==> config.mk <==
export PLATFORM = sky130hd
export DESIGN_NAME = imem_arbiter_flat
export DESIGN_NICKNAME = d
export VERILOG_FILES = /design/src/rtl/imem_arbiter_if.sv /design/src/rtl/imem_arbiter.sv /design/src/flat_wrapper.sv
export SDC_FILE = /design/constraint.sdc
export NUM_CORES = 1
export LEC_CHECK = 0
export ABC_AREA = 1
export CAP_MARGIN = 15
export CORE_AREA = 2 2 96 98
export DETAILED_ROUTE_END_ITERATION = 16
export DIE_AREA = 0 0 98 100
export GPL_TIMING_DRIVEN = 1
export MAX_ROUTING_LAYER = met4
export PLACE_DENSITY = 0.7
export SKIP_CTS_REPAIR_TIMING = 1
export SLEW_MARGIN = 10
export SYNTH_ARGS = -nofsm -noshare
export SYNTH_HDL_FRONTEND = slang
export SYNTH_SLANG_ARGS = --single-unit
==> constraint.sdc <==
create_clock -name clk -period 1.32 [get_ports clk]
set_input_delay 0.264 -clock clk [delete_from_list [all_inputs] [get_ports clk]]
set_output_delay 0.264 -clock clk [all_outputs]
set_load 0.01 [all_outputs]
==> src/rtl/imem_arbiter_if.sv <==
// imem_arbiter_if: groups the fetch port, the debug port and the memory-array port
// of the instruction-memory arbiter. The slave modport is the arbiter's view; the
// master modport is the view of the surrounding fetch/debug/memory environment.
interface imem_arbiter_if #(
    parameter int unsigned ADDR_WIDTH = 11
);
    // Fetch port
    logic                  f_req;
    logic [31:0]           f_addr;
    logic                  f_gnt;
    logic                  f_rvalid;
    logic [31:0]           f_rdata;
    logic                  f_err;

    // Debug port
    logic                  d_req;
    logic                  d_we;
    logic [31:0]           d_addr;
    logic [31:0]           d_wdata;
    logic                  d_gnt;
    logic                  d_rvalid;
    logic [31:0]           d_rdata;
    logic                  d_err;

    // Memory array port
    logic                  m_en;
    logic                  m_we;
    logic [ADDR_WIDTH-1:0] m_addr;
    logic [31:0]           m_wdata;
    logic [31:0]           m_rdata;

    modport slave (
        input  f_req, f_addr, d_req, d_we, d_addr, d_wdata, m_rdata,
        output f_gnt, f_rvalid, f_rdata, f_err,
        output d_gnt, d_rvalid, d_rdata, d_err,
        output m_en, m_we, m_addr, m_wdata
    );

    modport master (
        output f_req, f_addr, d_req, d_we, d_addr, d_wdata, m_rdata,
        input  f_gnt, f_rvalid, f_rdata, f_err,
        input  d_gnt, d_rvalid, d_rdata, d_err,
        input  m_en, m_we, m_addr, m_wdata
    );
endinterface

==> src/rtl/imem_arbiter.sv <==
// imem_arbiter: shares a single-port, registered-read instruction memory between the
// fetch stage and the debug interface. Fetch has priority; a saturating streak counter
// forces a waiting debug request through after MAX_STREAK contended fetch wins.
// Illegal addresses are granted but answered with an error and no memory access.
// Optional feature macro: IMEM_DEBUG_WRITE_EN (when undefined, debug writes are
// rejected as illegal and the memory is never written).
module imem_arbiter #(
    parameter int unsigned ADDR_WIDTH = 11,
    parameter int unsigned MAX_STREAK = 4
) (
    input logic          clk,
    input logic          reset,
    imem_arbiter_if.slave bus
);
    localparam int unsigned STREAK_W = $clog2(MAX_STREAK + 1);
    localparam logic [STREAK_W-1:0] STREAK_MAX = STREAK_W'(MAX_STREAK);

    // Word aligned and inside the 2^ADDR_WIDTH word window
    function automatic logic addr_legal(input logic [31:0] addr);
        return (addr[1:0] == 2'b00) && ((addr >> (ADDR_WIDTH + 2)) == 32'd0);
    endfunction

    logic                f_win;
    logic                d_win;
    logic                f_ok;
    logic                d_ok;
    logic                gnt_err;
    logic [STREAK_W-1:0] streak;
    logic [STREAK_W-1:0] streak_next;

    logic                rsp_valid;
    logic                rsp_debug;
    logic                rsp_read;
    logic                rsp_err;
    logic [31:0]         rsp_data;

    // Legality of each requester's access
    always_comb begin
        f_ok = addr_legal(bus.f_addr);
`ifdef IMEM_DEBUG_WRITE_EN
        d_ok = addr_legal(bus.d_addr);
`else
        // Without write support a debug write is just another illegal access
        d_ok = addr_legal(bus.d_addr) && !bus.d_we;
`endif
    end

    // Arbitration: fetch wins contention until the streak limit is reached
    always_comb begin
        f_win = 1'b0;
        d_win = 1'b0;
        if (!reset) begin
            if (bus.f_req && bus.d_req) begin
                if (streak == STREAK_MAX) begin
                    d_win = 1'b1;
                end else begin
                    f_win = 1'b1;
                end
            end else begin
                f_win = bus.f_req;
                d_win = bus.d_req;
            end
        end
        gnt_err = 1'b0;
        if (f_win) begin
            gnt_err = !f_ok;
        end else if (d_win) begin
            gnt_err = !d_ok;
        end
    end

    // Memory-side drive from the winner; illegal winners never touch the array
    always_comb begin
        bus.m_en    = (f_win && f_ok) || (d_win && d_ok);
`ifdef IMEM_DEBUG_WRITE_EN
        bus.m_we    = d_win && d_ok && bus.d_we;
`else
        bus.m_we    = 1'b0;
`endif
        bus.m_addr  = d_win ? bus.d_addr[ADDR_WIDTH+1:2] : bus.f_addr[ADDR_WIDTH+1:2];
        bus.m_wdata = d_win ? bus.d_wdata : 32'd0;
    end

    // Streak next-state: counts contended fetch wins, saturating at the limit
    always_comb begin
        streak_next = streak;
        if (d_win || !bus.d_req) begin
            streak_next = '0;
        end else if (f_win && (streak != STREAK_MAX)) begin
            streak_next = streak + 1'b1;
        end
    end

    // Streak counter register
    always_ff @(posedge clk) begin
        if (reset) begin
            streak <= '0;
        end else begin
            streak <= streak_next;
        end
    end

    // Response bookkeeping latched on every grant
    always_ff @(posedge clk) begin
        if (reset) begin
            rsp_valid <= 1'b0;
            rsp_debug <= 1'b0;
            rsp_read  <= 1'b0;
            rsp_err   <= 1'b0;
        end else begin
            rsp_valid <= f_win || d_win;
            rsp_debug <= d_win;
            rsp_read  <= !(d_win && bus.d_we);
            rsp_err   <= gnt_err;
        end
    end

    // Grants and responses; reset masks a response still in flight from before it
    always_comb begin
        rsp_data     = (rsp_valid && rsp_read && !rsp_err) ? bus.m_rdata : 32'd0;
        bus.f_gnt    = f_win;
        bus.d_gnt    = d_win;
        bus.f_rvalid = !reset && rsp_valid && !rsp_debug;
        bus.d_rvalid = !reset && rsp_valid && rsp_debug;
        bus.f_err    = bus.f_rvalid && rsp_err;
        bus.d_err    = bus.d_rvalid && rsp_err;
        bus.f_rdata  = bus.f_rvalid ? rsp_data : 32'd0;
        bus.d_rdata  = bus.d_rvalid ? rsp_data : 32'd0;
    end
endmodule
==> src/flat_wrapper.sv <==
// flat-port wrapper written by rule: the top's interface ports become plain ports
module imem_arbiter_flat 
#(
    parameter int unsigned ADDR_WIDTH = 11,
    parameter int unsigned MAX_STREAK = 4
)
  (clk, reset, bus_f_req, bus_f_addr, bus_d_req, bus_d_we, bus_d_addr, bus_d_wdata, bus_m_rdata, bus_f_gnt, bus_f_rvalid, bus_f_rdata, bus_f_err, bus_d_gnt, bus_d_rvalid, bus_d_rdata, bus_d_err, bus_m_en, bus_m_we, bus_m_addr, bus_m_wdata);
  imem_arbiter_if #(.ADDR_WIDTH(ADDR_WIDTH)) bus_i ();
  input logic clk;
  input logic reset;
  input wire logic [$bits(bus_i.f_req)-1:0] bus_f_req;
  input wire logic [$bits(bus_i.f_addr)-1:0] bus_f_addr;
  input wire logic [$bits(bus_i.d_req)-1:0] bus_d_req;
  input wire logic [$bits(bus_i.d_we)-1:0] bus_d_we;
  input wire logic [$bits(bus_i.d_addr)-1:0] bus_d_addr;
  input wire logic [$bits(bus_i.d_wdata)-1:0] bus_d_wdata;
  input wire logic [$bits(bus_i.m_rdata)-1:0] bus_m_rdata;
  output wire logic [$bits(bus_i.f_gnt)-1:0] bus_f_gnt;
  output wire logic [$bits(bus_i.f_rvalid)-1:0] bus_f_rvalid;
  output wire logic [$bits(bus_i.f_rdata)-1:0] bus_f_rdata;
  output wire logic [$bits(bus_i.f_err)-1:0] bus_f_err;
  output wire logic [$bits(bus_i.d_gnt)-1:0] bus_d_gnt;
  output wire logic [$bits(bus_i.d_rvalid)-1:0] bus_d_rvalid;
  output wire logic [$bits(bus_i.d_rdata)-1:0] bus_d_rdata;
  output wire logic [$bits(bus_i.d_err)-1:0] bus_d_err;
  output wire logic [$bits(bus_i.m_en)-1:0] bus_m_en;
  output wire logic [$bits(bus_i.m_we)-1:0] bus_m_we;
  output wire logic [$bits(bus_i.m_addr)-1:0] bus_m_addr;
  output wire logic [$bits(bus_i.m_wdata)-1:0] bus_m_wdata;
  assign bus_i.f_req = bus_f_req;
  assign bus_i.f_addr = bus_f_addr;
  assign bus_i.d_req = bus_d_req;
  assign bus_i.d_we = bus_d_we;
  assign bus_i.d_addr = bus_d_addr;
  assign bus_i.d_wdata = bus_d_wdata;
  assign bus_i.m_rdata = bus_m_rdata;
  assign bus_f_gnt = bus_i.f_gnt;
  assign bus_f_rvalid = bus_i.f_rvalid;
  assign bus_f_rdata = bus_i.f_rdata;
  assign bus_f_err = bus_i.f_err;
  assign bus_d_gnt = bus_i.d_gnt;
  assign bus_d_rvalid = bus_i.d_rvalid;
  assign bus_d_rdata = bus_i.d_rdata;
  assign bus_d_err = bus_i.d_err;
  assign bus_m_en = bus_i.m_en;
  assign bus_m_we = bus_i.m_we;
  assign bus_m_addr = bus_i.m_addr;
  assign bus_m_wdata = bus_i.m_wdata;
  imem_arbiter #(.ADDR_WIDTH(ADDR_WIDTH), .MAX_STREAK(MAX_STREAK)) u_core (.clk(clk), .reset(reset), .bus(bus_i));
endmodule
==> flow_summary.rst <==
.. list-table::
   :header-rows: 1

   * - Metric
     - Value
   * - Ant. Diodes
     - 0
   * - Share of total power in the clock network
     - between 10% and 20%
   * - Filler-free cell count of the finished design
     - between 600 and 700
   * - Number of nets still failing antenna checks after routing
     - 0
   * - Layout cells sized above 1
     - 48.5%
   * - Switching power
     - 592 uW
   * - Synth cell types
     - 23
   * - Number of clock buffers inserted by TritonCTS
     - 3
   * - Slowest library cell on the worst path
     - sky130_fd_sc_hd__dfxtp_2
   * - Maximum net fanout on the critical path
     - 8
   * - Dominant combinational cell family by area after synthesis
     - simple AND/OR/NAND/NOR gates
   * - Pleak
     - about 2.9 nW
   * - Max frequency
     - ~530 MHz
   * - Family of cells with the greatest summed delay on the critical path
     - buffers and inverters
   * - Number of sinks driven by the clock tree
     - 7
   * - Clock tree from TritonCTS
     - done
   * - Number of cell rows
     - 35
   * - Top area cells in the synthesized netlist
     - sky130_fd_sc_hd__nor3_2, sky130_fd_sc_hd__inv_1, sky130_fd_sc_hd__nor2_1, sky130_fd_sc_hd__nand2_1, sky130_fd_sc_hd__nor3_1
   * - Netlist area before placement
     - approximately 1600 sq um
   * - Root buffer selected by CTS
     - sky130_fd_sc_hd__clkbuf_8
   * - Maximum number of pins on one net before global-route repair
     - between 60 and 70
   * - Max-cap violation count
     - 0
   * - Synthesized Nets
     - approximately 440
   * - WHS Path Cells
     - 3
   * - Routability congestion estimate from global placement
     - ~0.74
   * - Skew-Pair Late Insertion Delay
     - 0.23 ns
   * - Violations in the final reports
     - negative setup slack
   * - P&R area growth vs syn
     - 220%
   * - Total of buffers placed on input and output ports
     - around 250
   * - Routed length per placed instance
     - 13.8 um
   * - Areal power density over the cells
     - around 320 nW/um^2
   * - Internal power component
     - 1.07 mW
   * - Largest buffer count on any clock path
     - 2
   * - Width of the die
     - around 98 um
   * - Cell area after placement
     - 4600 sq um
   * - Area share of xor/xnor cells in the synthesized design
     - 0.546%
   * - Setup violations, final
     - between 100 and 150
   * - Total number of vias
     - between 2000 and 3000
   * - Post-Route WL
     - just under 10 mm
   * - Wire length of the first global-routing pass
     - 11.9 mm
   * - Post-layout minimum cycle time
     - 1.88 ns
   * - First-iteration detailed-routing DRC count
     - 35
   * - Crit path cell chain
     - inv_2, ha_4, a21oi_4, nor2_4, inv_6, buf_12, buf_4, nand2_2, nand2_2, dlymetal6s2s_1
   * - Post-route worst setup slack
     - -0.557 ns
   * - Proportion of total power due to net switching
     - about 36%
   * - Final hold slack
     - just under 0.4 ns
   * - Number of register bits inferred by synthesis
     - 7
   * - Height of the chip
     - ~100 um
   * - Basic-gate share of the synthesized area counting and, or, nand and nor cells
     - about three fifths
   * - Final core utilization
     - just under 60%
   * - Residual DRC count
     - 0
   * - Fraction of synthesized cell area taken by the top area cell type
     - 18.7%
   * - Gr ovfl total
     - 0
   * - Proportion of synthesized chip area in sequential cells
     - under 10%
   * - Arrival time worst endpoint
     - between 1.5 and 2 ns
   * - RSZ-0062 raised after global routing
     - yes
   * - HP Class
     - input pin to register
   * - Cells after Synth
     - 300
   * - # IOs
     - ~250
   * - Core footprint
     - approximately 8900 sq um
   * - Initial antenna violation count
     - 0
   * - Yosys warns
     - 0
   * - Die Footprint
     - a little under 10000 sq um
   * - Crit Path Category
     - register to output pin
   * - Critical Path RT
     - around 1.1 ns
   * - Clock-pin slew of the registers on the worst-case setup and hold paths
     - about 0.040 ns
   * - Total Nets Final
     - around 720
   * - Slowest stage delay, CP
     - between 0.3 and 0.4 ns
   * - Number of endpoints with negative hold slack in the final report
     - 0
   * - Via-per-instance ratio
     - approximately 4.3
   * - Post-synthesis compound-gate area fraction
     - 0.857%
   * - Count of pins over their slew limit
     - 0
   * - Adder and majority gate portion of the synthesized area
     - ~1.6%
   * - Crit-path most repeated cell
     - sky130_fd_sc_hd__nand2_2
   * - Global router's overall resource usage
     - between 10% and 20%
   * - Critical path startpoint category
     - register
   * - Worst clock skew
     - 0.00185 ns
   * - WP depth
     - 10
   * - Top cell type by total area after synthesis
     - sky130_fd_sc_hd__nor3_2
   * - Nature of the critical path endpoint
     - output pin
   * - Vias in the first global route
     - 2730
   * - Post-Synthesis Mean Instance Area
     - ~5.4 sq um
   * - Crit path buffers/inverters
     - 5
   * - Sequential group share of total power
     - between 10% and 20%
   * - Gate power share
     - between 60% and 70%
   * - Effective utilization at floorplan
     - about 18%
   * - Cell count of the worst reg-to-reg path
     - 9
   * - VDD IR max
     - about 0.00023 V
   * - Tcrit/Tclk final
     - 142%
   * - Outcome
     - finished, violations left
   * - Share of synthesized area spent on multiplexers
     - 0%
   * - Final Instance Area
     - roughly 5000 sq um
   * - H-tree depth
     - 1
   * - Instance count after placement with tap cells included
     - 665
   * - Number of search-and-repair iterations in the first detailed-routing pass
     - 4
   * - Half-perimeter wire length after detailed placement
     - between 6 and 7 mm
-- cells in the final DEF, fill, tap and decap left out, types with 2 or more instances in the layout --
| cell type | instances |
|---|---|
| sky130_fd_sc_hd__clkdlybuf4s50_1 | 129 |
| sky130_fd_sc_hd__nand2_2 | 18 |
| sky130_fd_sc_hd__nand3_4 | 2 |
| sky130_fd_sc_hd__clkbuf_2 | 26 |
| sky130_fd_sc_hd__buf_4 | 27 |
| sky130_fd_sc_hd__nor2_4 | 26 |
| sky130_fd_sc_hd__nand3_1 | 2 |
| sky130_fd_sc_hd__nor3_4 | 37 |
| sky130_fd_sc_hd__inv_1 | 69 |
| sky130_fd_sc_hd__buf_12 | 7 |
| sky130_fd_sc_hd__clkbuf_16 | 8 |
| sky130_fd_sc_hd__nand2_1 | 32 |
| sky130_fd_sc_hd__buf_8 | 3 |
| sky130_fd_sc_hd__nor2_2 | 9 |
| sky130_fd_sc_hd__nor3_2 | 27 |
| sky130_fd_sc_hd__buf_6 | 12 |
| sky130_fd_sc_hd__nand4_1 | 3 |
| sky130_fd_sc_hd__clkbuf_8 | 3 |
| sky130_fd_sc_hd__buf_2 | 63 |
| sky130_fd_sc_hd__nor2_1 | 32 |
| sky130_fd_sc_hd__dfxtp_4 | 2 |
| sky130_fd_sc_hd__dfxtp_1 | 3 |
| sky130_fd_sc_hd__dlymetal6s2s_1 | 25 |
| sky130_fd_sc_hd__dfxtp_2 | 2 |
| sky130_fd_sc_hd__nor3_1 | 2 |
| sky130_fd_sc_hd__inv_2 | 6 |
-- metal layers --
layer	track usage, %	wire length [um]	up-vias
met5	-	0	-
met2	28.5	5450	163
met3	3.34	739	15
li1	-	-	1469
met1	15.1	3250	1321
met4	5.13	180	0
-- power by group through the flow --
| stage | Sequential [mW] | Clock (mW) | Combinational [mW] |
|---|---|---|---|
| 2_1_floorplan | 0.231 | 0 | 0.349 |
| 3_3_place_gp | 0.232 | 0 | 0.943 |
| 3_5_place_dp | 0.232 | 0 | 0.956 |
| 4_1_cts | 0.228 | 0.315 | 0.959 |
| 5_1_grt | 0.231 | 0.323 | 1.20 |
| 6_report | 0.230 | 0.304 | 1.12 |
-- sequential cells by signal, indices dropped and copies added, names as in the netlist --
register / flops
u_core.streak: 3
u_core.rsp_valid: 1
u_core.rsp_debug: 1
u_core.rsp_read: 1
u_core.rsp_err: 1
-- worst paths after layout --
kind	to	from	slack, ns
setup reg to reg	u_core.rsp_err	u_core.streak[1]	0.03
setup / recovery	bus_m_addr[3]	u_core.streak[1]	-0.56
hold / removal	u_core.rsp_debug	bus_d_req	0.40
hold reg to reg	u_core.streak[0]	u_core.streak[0]	0.51
-- synth_stat cells (all sizes together) --
cell / number
inv: 77
nor2: 67
nor3: 66
nand2: 50
buf: 17
dfxtp: 7
nand3: 5
nand4: 3
a21oi: 2
ha: 2
clkbuf: 1
conb: 1
or2: 1
xnor2: 1
-- kinds of logic after synthesis --
family | after synthesis
buffers and inverters | 95
xor gates and xnor gates | 1
other | 1
AOI/OAI and AO/OA | 2
adders and majority gates | 2
and+or+nand+nor | 192
DFF | 7
-- tightest hold or removal path, cell delays in order --
cell                             delay, ns
sky130_fd_sc_hd__dlymetal6s2s_1       0.16
sky130_fd_sc_hd__nand2_2              0.11
sky130_fd_sc_hd__nor2_1               0.05
-- layout make-up --
type / instances / area (sq um)
Timing Repair Buffer: 300 / 2770
Clock buffer: 4 / 45.0
Multi-Input combinational cell: 198 / 1740
Inverter: 77 / 297
Sequential cell: 7 / 150
Tap cell: 111 / 139
Fill cell: 770 / 3750
-- per-stage QoR --
step	setup slack [ns]	setup TNS, ns	total power, mW
final	-0.557	-43.28	1.66
after global placement	-0.946	-98.79	1.17
after detailed placement	-0.949	-100.33	1.19
after floorplan	-0.0711	-2.01	0.580
after CTS	-0.954	-100.31	1.50
after global routing	-0.638	-50.92	1.76
Power figures use the tool's default switching activity.
